==> src/rtl/ft_pkg.sv <==
// ft_pkg -- definitions shared by the FT245-style synchronous FIFO transmitter.
//   FT_BYTE_W     : width of one byte on the ft_data bus
//   ft_tx_state_t : transmit bus-ownership state machine encoding
package ft_pkg;

  localparam int unsigned FT_BYTE_W = 8;

  typedef enum logic [1:0] {
    IDLE,
    TURN,
    WRITE,
    RELEASE
  } ft_tx_state_t;

endpackage

==> src/rtl/ft_tx_fifo.sv <==
// ft_tx_fifo -- synchronous single-clock FIFO with occupancy output.
//   clk_i    : clock
//   rst_i    : synchronous active-high flush
//   push_i   : write wdata_i (ignored when full)
//   wdata_i  : entry to write
//   pop_i    : discard head entry (ignored when empty)
//   rdata_o  : current head entry (valid when level_o != 0)
//   level_o  : number of stored entries, 0..DEPTH
// DEPTH must be a power of two so the pointers wrap naturally.
module ft_tx_fifo #(
  parameter int unsigned WIDTH = 8,
  parameter int unsigned DEPTH = 16
) (
  input  logic                     clk_i,
  input  logic                     rst_i,
  input  logic                     push_i,
  input  logic [WIDTH-1:0]         wdata_i,
  input  logic                     pop_i,
  output logic [WIDTH-1:0]         rdata_o,
  output logic [$clog2(DEPTH):0]   level_o
);

  localparam int unsigned AW = $clog2(DEPTH);
  localparam int unsigned LW = AW + 1;
  localparam logic [LW-1:0] FULL_LVL = LW'(DEPTH);
  localparam logic [LW-1:0] ONE_LVL  = LW'(1);
  localparam logic [AW-1:0] ONE_PTR  = AW'(1);

  logic [WIDTH-1:0] mem_q [DEPTH];
  logic [AW-1:0]    wr_ptr_q, wr_ptr_d;
  logic [AW-1:0]    rd_ptr_q, rd_ptr_d;
  logic [LW-1:0]    cnt_q, cnt_d;
  logic             do_push, do_pop;

  assign do_push = push_i && (cnt_q != FULL_LVL);
  assign do_pop  = pop_i  && (cnt_q != '0);

  always_comb begin
    wr_ptr_d = wr_ptr_q;
    rd_ptr_d = rd_ptr_q;
    cnt_d    = cnt_q;
    if (do_push) wr_ptr_d = wr_ptr_q + ONE_PTR;
    if (do_pop)  rd_ptr_d = rd_ptr_q + ONE_PTR;
    case ({do_push, do_pop})
      2'b10:   cnt_d = cnt_q + ONE_LVL;
      2'b01:   cnt_d = cnt_q - ONE_LVL;
      default: cnt_d = cnt_q;
    endcase
  end

  always_ff @(posedge clk_i) begin
    if (rst_i) begin
      wr_ptr_q <= '0;
      rd_ptr_q <= '0;
      cnt_q    <= '0;
    end else begin
      wr_ptr_q <= wr_ptr_d;
      rd_ptr_q <= rd_ptr_d;
      cnt_q    <= cnt_d;
    end
  end

  // Storage needs no reset; only the pointers define what is valid.
  always_ff @(posedge clk_i) begin
    if (do_push && !rst_i) mem_q[wr_ptr_q] <= wdata_i;
  end

  assign rdata_o = mem_q[rd_ptr_q];
  assign level_o = cnt_q;

endmodule

==> src/rtl/ft_tx.sv <==
// ft_tx -- transmit side of an FT245-style synchronous FIFO bridge.
// Bytes from the fabric are buffered, then written to the FT chip while it
// reports space (TXE# low), sharing the ft_data bus with a reader block.
//   ft_clk      : 60 MHz FT clock, sole clock
//   rst         : synchronous active-high reset
//   tx_data/tx_valid/tx_last/tx_ready : fabric byte stream (valid/ready)
//   rx_busy     : reader owns ft_data; start of a transfer waits for it
//   tx_busy     : this block owns ft_data; reader holds off
//   ft_txen     : FT TXE#, active low
//   ft_wrn      : FT WR#, active low, registered
//   ft_data_out : byte driven onto ft_data
//   ft_data_oe  : tristate enable for ft_data at the top level
//   ft_siwu     : FT SIWU#, active low send-immediate
//   level       : FIFO occupancy
// Build option: define FT_TX_SIWU_EN to store tx_last and pulse SIWU# once
// after each transfer burst that carried a message-ending byte; otherwise
// SIWU# is tied inactive and tx_last is dropped.
module ft_tx
  import ft_pkg::*;
#(
  parameter int unsigned DEPTH = 16
) (
  input  logic                   ft_clk,
  input  logic                   rst,
  input  logic [FT_BYTE_W-1:0]   tx_data,
  input  logic                   tx_valid,
  input  logic                   tx_last,
  output logic                   tx_ready,
  input  logic                   rx_busy,
  output logic                   tx_busy,
  input  logic                   ft_txen,
  output logic                   ft_wrn,
  output logic [FT_BYTE_W-1:0]   ft_data_out,
  output logic                   ft_data_oe,
  output logic                   ft_siwu,
  output logic [$clog2(DEPTH):0] level
);

  localparam int unsigned LW = $clog2(DEPTH) + 1;
  localparam logic [LW-1:0] FULL_LVL = LW'(DEPTH);
  localparam logic [LW-1:0] ONE_LVL  = LW'(1);

`ifdef FT_TX_SIWU_EN
  localparam int unsigned FW = FT_BYTE_W + 1;
`else
  localparam int unsigned FW = FT_BYTE_W;
`endif

  ft_tx_state_t  state_q, state_d;
  logic          wrn_q, wrn_d;
  logic          push, pop;
  logic [FW-1:0] fifo_wdata, fifo_head;

`ifdef FT_TX_SIWU_EN
  assign fifo_wdata = {tx_last, tx_data};
`else
  logic unused_tx_last;
  assign unused_tx_last = tx_last;
  assign fifo_wdata     = tx_data;
`endif

  assign tx_ready = !rst && (level < FULL_LVL);
  assign push     = tx_valid && tx_ready;
  // A byte counts as delivered only when WR# and TXE# are both low at the edge.
  assign pop      = (state_q == WRITE) && !wrn_q && !ft_txen && (level != '0);

  ft_tx_fifo #(
    .WIDTH (FW),
    .DEPTH (DEPTH)
  ) u_fifo (
    .clk_i   (ft_clk),
    .rst_i   (rst),
    .push_i  (push),
    .wdata_i (fifo_wdata),
    .pop_i   (pop),
    .rdata_o (fifo_head),
    .level_o (level)
  );

  always_comb begin
    state_d = state_q;
    wrn_d   = 1'b1;
    case (state_q)
      IDLE: begin
        if ((level != '0) && !rx_busy && !ft_txen) state_d = TURN;
      end
      TURN: begin
        // Nothing pops outside WRITE, so the head seen in IDLE is still there.
        state_d = WRITE;
        wrn_d   = 1'b0;
      end
      WRITE: begin
        if (wrn_q) begin
          if (level == '0) state_d = RELEASE;
          else             wrn_d   = 1'b0;
        end else if (ft_txen) begin
          // Chip refused the byte: keep it queued and give up the bus.
          state_d = RELEASE;
        end else if ((level == ONE_LVL) && !push) begin
          state_d = RELEASE;
        end else begin
          wrn_d = 1'b0;
        end
      end
      RELEASE: state_d = IDLE;
      default: state_d = IDLE;
    endcase
  end

  always_ff @(posedge ft_clk) begin
    if (rst) begin
      state_q <= IDLE;
      wrn_q   <= 1'b1;
    end else begin
      state_q <= state_d;
      wrn_q   <= wrn_d;
    end
  end

  assign ft_wrn      = wrn_q;
  assign tx_busy     = (state_q != IDLE);
  assign ft_data_oe  = (state_q == TURN) || (state_q == WRITE);
  assign ft_data_out = ft_data_oe ? fifo_head[FT_BYTE_W-1:0] : '0;

`ifdef FT_TX_SIWU_EN
  logic last_seen_q, last_seen_d;
  logic siwu_q, siwu_d;

  // Remember any message end popped during the burst; the flag is turned into
  // a single SIWU# pulse on the first IDLE cycle after RELEASE.
  always_comb begin
    last_seen_d = last_seen_q;
    siwu_d      = 1'b1;
    if (state_q == RELEASE) begin
      siwu_d      = !last_seen_q;
      last_seen_d = 1'b0;
    end else if (pop && fifo_head[FT_BYTE_W]) begin
      last_seen_d = 1'b1;
    end
  end

  always_ff @(posedge ft_clk) begin
    if (rst) begin
      last_seen_q <= 1'b0;
      siwu_q      <= 1'b1;
    end else begin
      last_seen_q <= last_seen_d;
      siwu_q      <= siwu_d;
    end
  end

  assign ft_siwu = siwu_q;
`else
  assign ft_siwu = 1'b1;
`endif

endmodule

==> config.mk <==
export PLATFORM = sky130hd
export DESIGN_NAME = ft_tx
export DESIGN_NICKNAME = d
export VERILOG_FILES = /design/src/rtl/ft_pkg.sv /design/src/rtl/ft_tx_fifo.sv /design/src/rtl/ft_tx.sv
export SDC_FILE = /design/constraint.sdc
export NUM_CORES = 1
export LEC_CHECK = 0
export ABC_AREA = 1
export BUFFER_PORTS_ARGS = -buffer_cell sky130_fd_sc_hd__clkbuf_2
export CORE_AREA = 10 10 120 122
export DETAILED_ROUTE_END_ITERATION = 12
export DIE_AREA = 0 0 130 132
export GPL_TIMING_DRIVEN = 0
export PLACE_DENSITY = 0.75
export SYNTH_ARGS = -nofsm -noshare
export SYNTH_HDL_FRONTEND = slang
export SYNTH_SLANG_ARGS = --single-unit
==> constraint.sdc <==
create_clock -name ft_clk -period 1.7 [get_ports ft_clk]
set_input_delay 0.34 -clock ft_clk [delete_from_list [all_inputs] [get_ports ft_clk]]
set_output_delay 0.34 -clock ft_clk [all_outputs]
set_load 0.05 [all_outputs]
==> metrics.txt <==
Worst Clk Skew between 0.01 and 0.015 ns; Area growth, synth to finish 25.39%; Post-Synthesis Cells between 600 and 700; CTS Buffer Depth 2; synth top area cells edfxtp_1 59%, nand2_1 12%, dfxtp_1 6.2%; CP Max Fanout 10; WL/cell 18.79 um; period utilization 133.4%; IO Port Bufs 28; initial antenna violation count 0; Setup WS post-layout -0.5676 ns; synthesized flop and latch total about 150; crit path DAT around 1.9 ns; GRT overflow 0; H-Tree Depth 4; hold_ws roughly 0.17 ns; VDD IR max just under 0.7 mV; die area 17160 um^2; Finished Layout Cells 863; clock latency on the worst-skew pair ~0.43 ns; max cap viols 0; Main synth FF type edfxtp_1; Final Wtd Congestion roughly 0.88; Crit path required time between 1 and 1.5 ns; Total GRT Usage 19.16%; outcome finished with violations; GRT met3 Usage slightly below 5%; Setup TNS Final -4.333 ns; failing checks negative setup slack; first-pass GRT wire length 24.88 mm; Pins Over Slew Limit 0; Inserted Diodes 0; Leakage between 3 and 4 nW; vias per cell ~5.6; chip width 130 um; Synth Cell Area 6495 um^2; min cycle time layout between 2 and 2.5 ns; worst setup path class register to output port; vias in the first global route 4731; clk sinks around 150; Residual DRC 0; Async S/R FF share, synth 0%; met2 usage just over 30%; core footprint about 12000 um^2; CTS Buf Count 17; Final Hold Vio Count 0; synth warn 0; router iterations before antenna repair 5; cts-stage hold buffer count 0; Die H 132 um; syn_area_per_cell ~10 um^2; gr busiest metal met2; Post-synth EDFFs between 100 and 150; Setup Viol. Count Final 11; Ports 32; DR iter-0 viols around 510; Critical Path End Type output port; largest net degree at the start of global routing 17; cell taking the most area after synthesis edfxtp_1; detailed placement HPWL 10.23 mm; clock-pin slew on the worst setup and hold paths ~0.060 ns; Cells after DPL about 820; fill count between 800 and 900; Cell variety after synth 29; RSZ-0062 raised after global routing yes; post-synth top area share about three fifths; sequential share of the synthesized area 65.34%; share of post-route cells with drive strength above 1 25.84%; Routed Antenna Nets 0; Root Driver clkbuf_16; dpl ws -0.4111 ns; met1 Use GR ~23%; Nets 730; Critical Path Start Type register; Mapped Nets between 600 and 700; fmax between 400 and 500 MHz; Total Wirelength roughly 16 mm; worst hold path type input port to register; vias between 4000 and 5000; Core Rows 40; CTS tree done; Starting Density a little over half; power density over the cells around 1200 nW/um^2; final core utilization approximately 70%
-- per-stage QoR --
step,cell area (um^2),power (W)
5_1_grt,8144,0.009896
6_report,8144,0.009634
4_1_cts,7973,0.009465
3_3_place_gp,7018,0.005525
3_5_place_dp,7018,0.005571
2_1_floorplan,6694,0.005215
-- kinds of logic (layout without fill, tap and decap cells) --
kind of cell	Yosys count	in the layout	synth area share, %
simple gates	342	342	21.83
compound gates	40	40	3.179
other cells	1	1	0.05774
flops	148	148	65.34
xor+xnor	2	2	0.2697
fa+ha+maj	13	13	2.504
buf+inv	100	170	6.819
-- cell usage in the layout (no fill, tap or decap), types with 2 or more instances in the layout --
| master | synthesis | routed |
|---|---|---|
| clkbuf_2 | 0 | 19 |
| nand3_1 | 80 | 54 |
| buf_2 | 15 | 2 |
| ha_1 | 13 | 9 |
| buf_12 | 0 | 2 |
| buf_4 | 3 | 23 |
| clkinv_2 | 0 | 3 |
| inv_2 | 5 | 8 |
| a21oi_4 | 0 | 9 |
| clkbuf_8 | 0 | 2 |
| nor3_1 | 4 | 3 |
| nor2_4 | 1 | 17 |
| dfxtp_4 | 0 | 4 |
| clkbuf_16 | 0 | 20 |
| o21ai_2 | 0 | 2 |
| inv_1 | 68 | 61 |
| dfxtp_2 | 0 | 5 |
| clkinv_4 | 0 | 5 |
| buf_8 | 0 | 11 |
| a21oi_1 | 21 | 11 |
| o21ai_1 | 5 | 7 |
| nand2_1 | 205 | 201 |
| nor2_1 | 46 | 27 |
| nand3_2 | 0 | 25 |
| o21ai_0 | 11 | 7 |
| nand4_1 | 2 | 2 |
| dfxtp_1 | 20 | 11 |
| nand2_2 | 1 | 5 |
| buf_6 | 5 | 5 |
| edfxtp_1 | 128 | 128 |
| nor2_2 | 0 | 3 |
| ha_4 | 0 | 4 |
| inv_4 | 0 | 6 |
-- sequential cells by signal, indices dropped and copies added, names as in the netlist, named ones only --
register,cells
ft_wrn,1
state_q,2
u_fifo.level_o,5
u_fifo.mem_q,128
u_fifo.rd_ptr_q,4
u_fifo.wr_ptr_q,4
-- per-layer routing --
layer  wire length [um]  vias to the layer above
li1                   -                     2249
met1               6307                     2260
met2               7979                      246
met3               1173                       57
met4                754                        0
met5                  0                        -
-- cell type report --
class / instances / area (um^2) / area share (%)
multi-input combinational: 398 / 2257 / 27.72
buffer: 24 / 231.5 / 2.842
sequential: 148 / 4265 / 52.37
clock buffer: 22 / 518.0 / 6.360
timing repair buffer: 40 / 329.1 / 4.041
tap: 147 / 183.9 / 2.258
clock inverter: 10 / 66.31 / 0.8143
inverter: 74 / 292.8 / 3.595
-- Yosys cell counts (2+ instances only) --
| master | n |
|---|---|
| nand2_1 | 205 |
| edfxtp_1 | 128 |
| nand3_1 | 80 |
| inv_1 | 68 |
| nor2_1 | 46 |
| a21oi_1 | 21 |
| dfxtp_1 | 20 |
| buf_2 | 15 |
| ha_1 | 13 |
| o21ai_0 | 11 |
| buf_6 | 5 |
| inv_2 | 5 |
| o21ai_1 | 5 |
| nor3_1 | 4 |
| buf_4 | 3 |
| clkbuf_1 | 3 |
| nand4_1 | 2 |
-- final timing paths --
check | from | endpoint | slack [ns] | cells past startpoint
min | rst | u_fifo.level_o[4] | 0.17 | 2
max | register | ft_data_out[5] | -0.57 | 9
min reg2reg | u_fifo.rd_ptr_q[3] | register | 0.49 | 2
max reg2reg | state_q[0] | u_fifo.level_o[3] | -0.09 | 11
-- worst max-delay path: stages, from the launching register on --
cell and delay (ns):
dfxtp_4 0.39, buf_12 0.15, buf_12 0.14, nor2_2 0.04
nor2_1 0.07, o21ai_1 0.07, nand3_1 0.13, nand3_2 0.15
a21oi_4 0.19, buf_8 0.16
-- power breakdown --
| group | total (W) | leakage, nW | internal, W | switching, W |
|---|---|---|---|---|
| registers | 0.00407 | 1.32 | 0.00401 | 0.0000617 |
| logic | 0.00194 | 1.66 | 0.000699 | 0.00124 |
| clock network | 0.00362 | 0.294 | 0.00216 | 0.00146 |
| total | 0.00963 | 3.27 | 0.00687 | 0.00276 |
-- what timing repair did --
item,4_1_cts,5_1_grt
gates cloned,0,0
setup endpoints to repair,31,55
endpoints found under the hold margin,0,0
gates resized for setup,82,46
setup buffers,10,2
pin swaps,9,8
Note: power is estimated with default switching activity, not from simulation.
